===== config.mk =====
export PLATFORM = sky130hd
export DESIGN_NAME = ifu_fetch
export DESIGN_NICKNAME = d
export VERILOG_FILES = /design/src/rtl/ifu_fetch.sv
export SDC_FILE = /design/constraint.sdc
export NUM_CORES = 1
export LEC_CHECK = 0
export CAP_MARGIN = 20
export CORE_ASPECT_RATIO = 0.8
export CORE_MARGIN = 2
export CORE_UTILIZATION = 45
export CTS_CLUSTER_SIZE = 20
export DETAILED_ROUTE_END_ITERATION = 10
export PLACE_DENSITY = 0.79
export SLEW_MARGIN = 20
export SYNTH_ARGS = -nofsm -noshare
export SYNTH_HDL_FRONTEND = slang
export SYNTH_SLANG_ARGS = --single-unit

===== constraint.sdc =====
create_clock -name clk -period 13 [get_ports clk]
set_input_delay 1.95 -clock clk [delete_from_list [all_inputs] [get_ports clk]]
set_output_delay 1.95 -clock clk [all_outputs]
set_load 0.1 [all_outputs]

===== src/rtl/ifu_fetch.sv =====
// rtl/ifu_fetch.sv - instruction fetch stage: owns fetch PC, one outstanding imem read, valid/ready to core
// Optional: define IFU_MISALIGN_CHECK_EN to trap fetch_pc[1]=1 with a nop and a misalign flag.
module ifu_fetch #(
    parameter int                ADDR_W   = 64,
    parameter logic [ADDR_W-1:0] RESET_PC = 64'h0000_0000_8000_0000
) (
    input  logic              clk,
    input  logic              rst,
    input  logic              redirect_valid,
    input  logic [ADDR_W-1:0] redirect_pc,
    output logic              imem_req,
    output logic [ADDR_W-1:0] imem_addr,
    input  logic              imem_gnt,
    input  logic              imem_rvalid,
    input  logic [31:0]       imem_rdata,
`ifdef IFU_MISALIGN_CHECK_EN
    output logic              misalign,
`endif
    output logic              inst_valid,
    output logic [31:0]       inst,
    output logic [ADDR_W-1:0] inst_pc,
    input  logic              inst_ready
);

    typedef enum logic [1:0] {S_IDLE, S_REQ, S_WAIT, S_HOLD} state_t;

    state_t            r_state, w_state_nxt;
    logic [ADDR_W-1:0] r_fetch_pc, w_fetch_pc_nxt;
    logic [ADDR_W-1:0] r_inst_pc, w_inst_pc_nxt;
    logic [31:0]       r_inst, w_inst_nxt;
    logic              r_drop, w_drop_nxt;
    logic              r_inst_valid, w_inst_valid_nxt;
    logic [ADDR_W-1:0] w_redir_pc;
    logic [ADDR_W-1:0] w_seq_pc;
    logic              w_gnt;
`ifdef IFU_MISALIGN_CHECK_EN
    logic              r_misalign, w_misalign_nxt;
`endif

    assign w_redir_pc = redirect_pc & ~ADDR_W'(1);
    assign w_seq_pc   = r_fetch_pc + ADDR_W'(4);

`ifdef IFU_MISALIGN_CHECK_EN
    assign imem_req   = (r_state == S_REQ) && !r_fetch_pc[1];
    assign misalign   = r_misalign;
`else
    assign imem_req   = (r_state == S_REQ);
`endif
    assign w_gnt      = imem_req && imem_gnt;
    assign imem_addr  = r_fetch_pc;
    assign inst_valid = r_inst_valid;
    assign inst       = r_inst;
    assign inst_pc    = r_inst_pc;

    always_ff @(posedge clk or posedge rst) begin
        if (rst) begin
            r_state      <= S_IDLE;
            r_fetch_pc   <= RESET_PC;
            r_drop       <= 1'b0;
            r_inst_valid <= 1'b0;
            r_inst       <= 32'h0;
            r_inst_pc    <= '0;
`ifdef IFU_MISALIGN_CHECK_EN
            r_misalign   <= 1'b0;
`endif
        end else begin
            r_state      <= w_state_nxt;
            r_fetch_pc   <= w_fetch_pc_nxt;
            r_drop       <= w_drop_nxt;
            r_inst_valid <= w_inst_valid_nxt;
            r_inst       <= w_inst_nxt;
            r_inst_pc    <= w_inst_pc_nxt;
`ifdef IFU_MISALIGN_CHECK_EN
            r_misalign   <= w_misalign_nxt;
`endif
        end
    end

    always_comb begin
        w_state_nxt      = r_state;
        w_fetch_pc_nxt   = r_fetch_pc;
        w_drop_nxt       = r_drop;
        w_inst_valid_nxt = r_inst_valid;
        w_inst_nxt       = r_inst;
        w_inst_pc_nxt    = r_inst_pc;
`ifdef IFU_MISALIGN_CHECK_EN
        w_misalign_nxt   = r_misalign;
`endif
        case (r_state)
            S_IDLE: begin
                w_state_nxt = S_REQ;
                if (redirect_valid) w_fetch_pc_nxt = w_redir_pc;
            end
            S_REQ: begin
                // A redirect granted in the same cycle leaves a stale response to be dropped.
                if (redirect_valid) begin
                    w_fetch_pc_nxt = w_redir_pc;
                    if (w_gnt) begin
                        w_drop_nxt  = 1'b1;
                        w_state_nxt = S_WAIT;
                    end
                end
`ifdef IFU_MISALIGN_CHECK_EN
                else if (r_fetch_pc[1]) begin
                    w_state_nxt      = S_HOLD;
                    w_inst_nxt       = 32'h0000_0013;
                    w_inst_pc_nxt    = r_fetch_pc;
                    w_inst_valid_nxt = 1'b1;
                    w_misalign_nxt   = 1'b1;
                end
`endif
                else if (w_gnt) begin
                    w_state_nxt = S_WAIT;
                end
            end
            S_WAIT: begin
                if (imem_rvalid) begin
                    if (!r_drop && !redirect_valid) begin
                        w_inst_nxt       = imem_rdata;
                        w_inst_pc_nxt    = r_fetch_pc;
                        w_inst_valid_nxt = 1'b1;
                        w_state_nxt      = S_HOLD;
                    end else begin
                        w_drop_nxt  = 1'b0;
                        w_state_nxt = S_REQ;
                        if (redirect_valid) w_fetch_pc_nxt = w_redir_pc;
                    end
                end else if (redirect_valid) begin
                    w_fetch_pc_nxt = w_redir_pc;
                    w_drop_nxt     = 1'b1;
                end
            end
            S_HOLD: begin
                if (redirect_valid || inst_ready) begin
                    w_fetch_pc_nxt   = redirect_valid ? w_redir_pc : w_seq_pc;
                    w_inst_valid_nxt = 1'b0;
                    w_state_nxt      = S_REQ;
`ifdef IFU_MISALIGN_CHECK_EN
                    w_misalign_nxt   = 1'b0;
`endif
                end
            end
            default: w_state_nxt = S_IDLE;
        endcase
    end

endmodule


==> flow_metrics.py <==
metrics = {
    "global_routing": {
        "antenna_found_initial": 0,
        "grt_usage_pct": 28.3,
        "grt_pass1_wl_um": 42000,
        "grt_pass1_vias": 7698,
        "overflow": 0,
        "grt_max_degree": 102,
    },
    "power_and_ir_drop": {
        "leakagePower_uw": 0.00502,
        "peakVddDrop_v": 0.000206,
        "total_power_uw": 3140,
        "powerDensity_nw_per_um2": 276,
    },
    "route": {
        "route.antenna.remaining_nets": 0,
        "drtIter0Drc": 851,
        "num_vias": 8125,
        "first_pass_iters": 5,
        "post_drt_wl_per_cell_um": 18.8,
        "drc": 0,
        "drt_wl_total_um": 26700,
        "via_per_inst": 5.74,
    },
    "clock_network": {
        "cts_hold_buf": 0,
        "post_cts_buffers": 0,
        "clk_latency_ns": 0.42,
        "cts-resized-gates": 0,
        "clk_pin_slew_ns": 0.07,
        "htree_levels": 4,
        "cts.sinks": 162,
        "cts_inserted_buffers": 17,
        "clockBufferDepth": 2,
        "cts_tree": "yes",
        "root_buffer": "clkbuf_16",
    },
    "final_layout": {
        "layout_commonest_cell": "nand2_1",
        "final_area_um2": 11400,
        "nNetsFinal": 1284,
        "diodes": 0,
        "final_cell_mix": "nand2_1 (340), clkdlybuf4s50_1 (260), dfrtp_1 (161)",
        "drive_gt1_share_pct": 5.29,
        "syn2layout_area_growth_pct": 42.4,
    },
    "floorplan": {
        "die_y_um": 123,
        "fp.dieW_um": 153,
        "ios": 264,
        "std_cell_rows": 43,
        "initial_core_util_pct": 46.0,
        "dieArea_um2": 18800,
        "core_um2": 17400,
    },
    "timing": {
        "rsz0062_at_grt": "false",
        "timing.slew.headroom_pct": 21.7,
        "hold_viol": 0,
        "max_freq_mhz": 223,
        "setup_violations": 0,
        "min_period_ns": 4.49,
        "fin_crit_sh_pct": 34.5,
        "finClkSkew_ns": 0.00903,
        "tightest_slew_ns": 1.18,
        "slew_viol_final": 0,
        "setup_tns_ns": 0,
    },
    "outcome": {
        "status": "finished, final reports clean",
    },
    "yosys": {
        "seq_area_frac_synth_pct": 50.8,
        "ys_warn_count": 0,
        "yosysUniqueCellTypes": 66,
        "synth-async-reset-ratio_pct": 100,
        "synthesis.area_um2": 7990,
        "syn_inst": 949,
        "avgSynthCellArea_um2": 8.42,
        "synth_top_flop_cell": "dfrtp_1",
        "synth_seq_cells": 162,
        "synth-edff-count": 0,
    },
    "setup_path": {
        "crit_fanout": 40,
        "worst-path-buf-inv": 2,
        "regToRegSetupSlack_ns": 9.89,
        "reg2reg_to": "imem_addr[62]",
        "required_ns": 13.33,
        "r2r.worst_path.cells": 9,
        "slowest_stage": "nor3_2",
        "end_kind": "flop",
        "r2r_start": "r_state[0]",
        "path_cells": "clkdlybuf4s50_1 > buf_4 > nand2b_1 > nor3_2 > nand4b_1 > o2bb2a_1 > o21ai_0",
        "cp-start-kind": "input port",
        "criticalPathCategory": "in -> reg",
        "cp-endpoint": "imem_addr[57]",
        "cp_data_arrival_time_ns": 4.81,
        "crit_path_max_incr_delay_ns": 0.84,
        "cp.depth": 7,
        "crit_family": "simple AND/OR/NAND/NOR gates",
        "cp-startpoint": "redirect_valid",
    },
    "placed_design": {
        "dpl_cell_area_um2": 10800,
        "port-buffer-count": 260,
        "gp_congestion": 0.867,
        "hpwl_um": 18200,
    },
    "worst_hold_path": {
        "min_path_type": "reg -> reg",
    },
    "job": {
        "maxCapViolations": 0,
    },
}
==> flip-flops by register name, summed over array words and instances (netlist names) <==
signal / count
inst_valid: 1
imem_addr: 63
inst_pc: 63
r_drop: 1
r_state: 2
inst: 32
==> cell families after synthesis <==
family | count (synthesis) | synth area share (%)
AOI/OAI and AO/OA | 170 | 14.2
xor gates and xnor gates | 1 | 0.110
adders and majority gates | 4 | 0.626
buffers and inverters | 79 | 3.85
DFF | 162 | 50.8
muxes | 1 | 0.141
other | 1 | 0.0469
and+or+nand+nor | 531 | 30.2
==> worst register-to-register path, cell delays in order, from the launching register on <==
cell and delay (ns):
dfrtp_1 0.41, inv_1 0.08, ha_1 0.34, nor4bb_4 0.39
buf_4 0.81, nor2_2 0.03, buf_4 0.31, and4_1 0.29
and4_1 0.20, nor3_1 0.16
==> worst min-delay path by stage <==
stage | from | end | slack (ns) | cells past startpoint
floorplan | r_state[1] | r_state[1] | 0.53 | 2
global placement | inst[10] | inst[10] | 0.46 | 2
global route | inst[24] | inst[24] | 0.49 | 2
finish | inst_pc[29] | inst_pc[29] | 0.48 | 2
detailed placement | inst[15] | inst[15] | 0.46 | 2
CTS | inst[15] | inst[15] | 0.48 | 2
==> where the power goes <==
part	internal, uW	leakage (uW)	switching (uW)
combinational	397	0.00267	1440
sequential	663	0.00207	153
clock	262	0.000281	226
total	1320	0.00502	1820
==> per-layer routing <==
metal,global-route usage (%),wire length (um),vias to the layer above
met3,7.08,2590,38
met2,43.0,11800,429
met1,40.7,11800,3874
li1,-,-,3784
met4,7.64,458,0
met5,0,0,-
==> synth_stat cells, types with 3 or more instances <==
cell         n  area, um2
a21oi_1     40        200
a211oi_1     4       30.0
and2_1       8       50.1
a2bb2oi_1    5       43.8
nor2b_1      5       31.3
nand4_1     25        156
a311oi_1     4       35.0
a41oi_1      3       26.3
nand2_1    340       1280
o21ai_0     27        135
o31ai_1      5       37.5
nand2b_1     4       25.0
dfrtp_1    161       4030
o22a_1       9       78.8
nor4_1      12       75.1
and4_1      12        105
nor2_1      40        150
a22oi_1      6       45.0
buf_2        3       15.0
buf_1        5       18.8
nand3_1     31        155
and3_1      11       68.8
clkbuf_1    54        203
nor3_1      19       95.1
o22ai_1     20        125
ha_1         4       50.1
o211ai_1     5       37.5
o21a_1       4       30.0
a31oi_1     14       87.6
inv_1       15       56.3
or4_1        9       67.6
o2bb2a_1     3       30.0
a41o_1       3       30.0
==> area by class of cell <==
class,instances,area (um2)
Fill cell,1471,6000
Clock buffer,19,453
Inverter,15,61.3
Multi-Input combinational cell,709,3690
Clock inverter,13,116
Timing Repair Buffer,273,2720
Sequential cell,162,4060
Tap cell,225,282
==> metrics by stage <==
stage	worst slack (ns)	hold WS, ns	utilization [%]	cells
floorplan	6.68	0.528	-	950
global placement	7.79	0.457	62.0	1383
detailed placement	7.78	0.461	62.0	1383
CTS	8.24	0.478	65.3	1415
global route	8.36	0.493	65.5	1416
finish	8.51	0.476	65.5	1416
(Power assumes the default switching activity.)
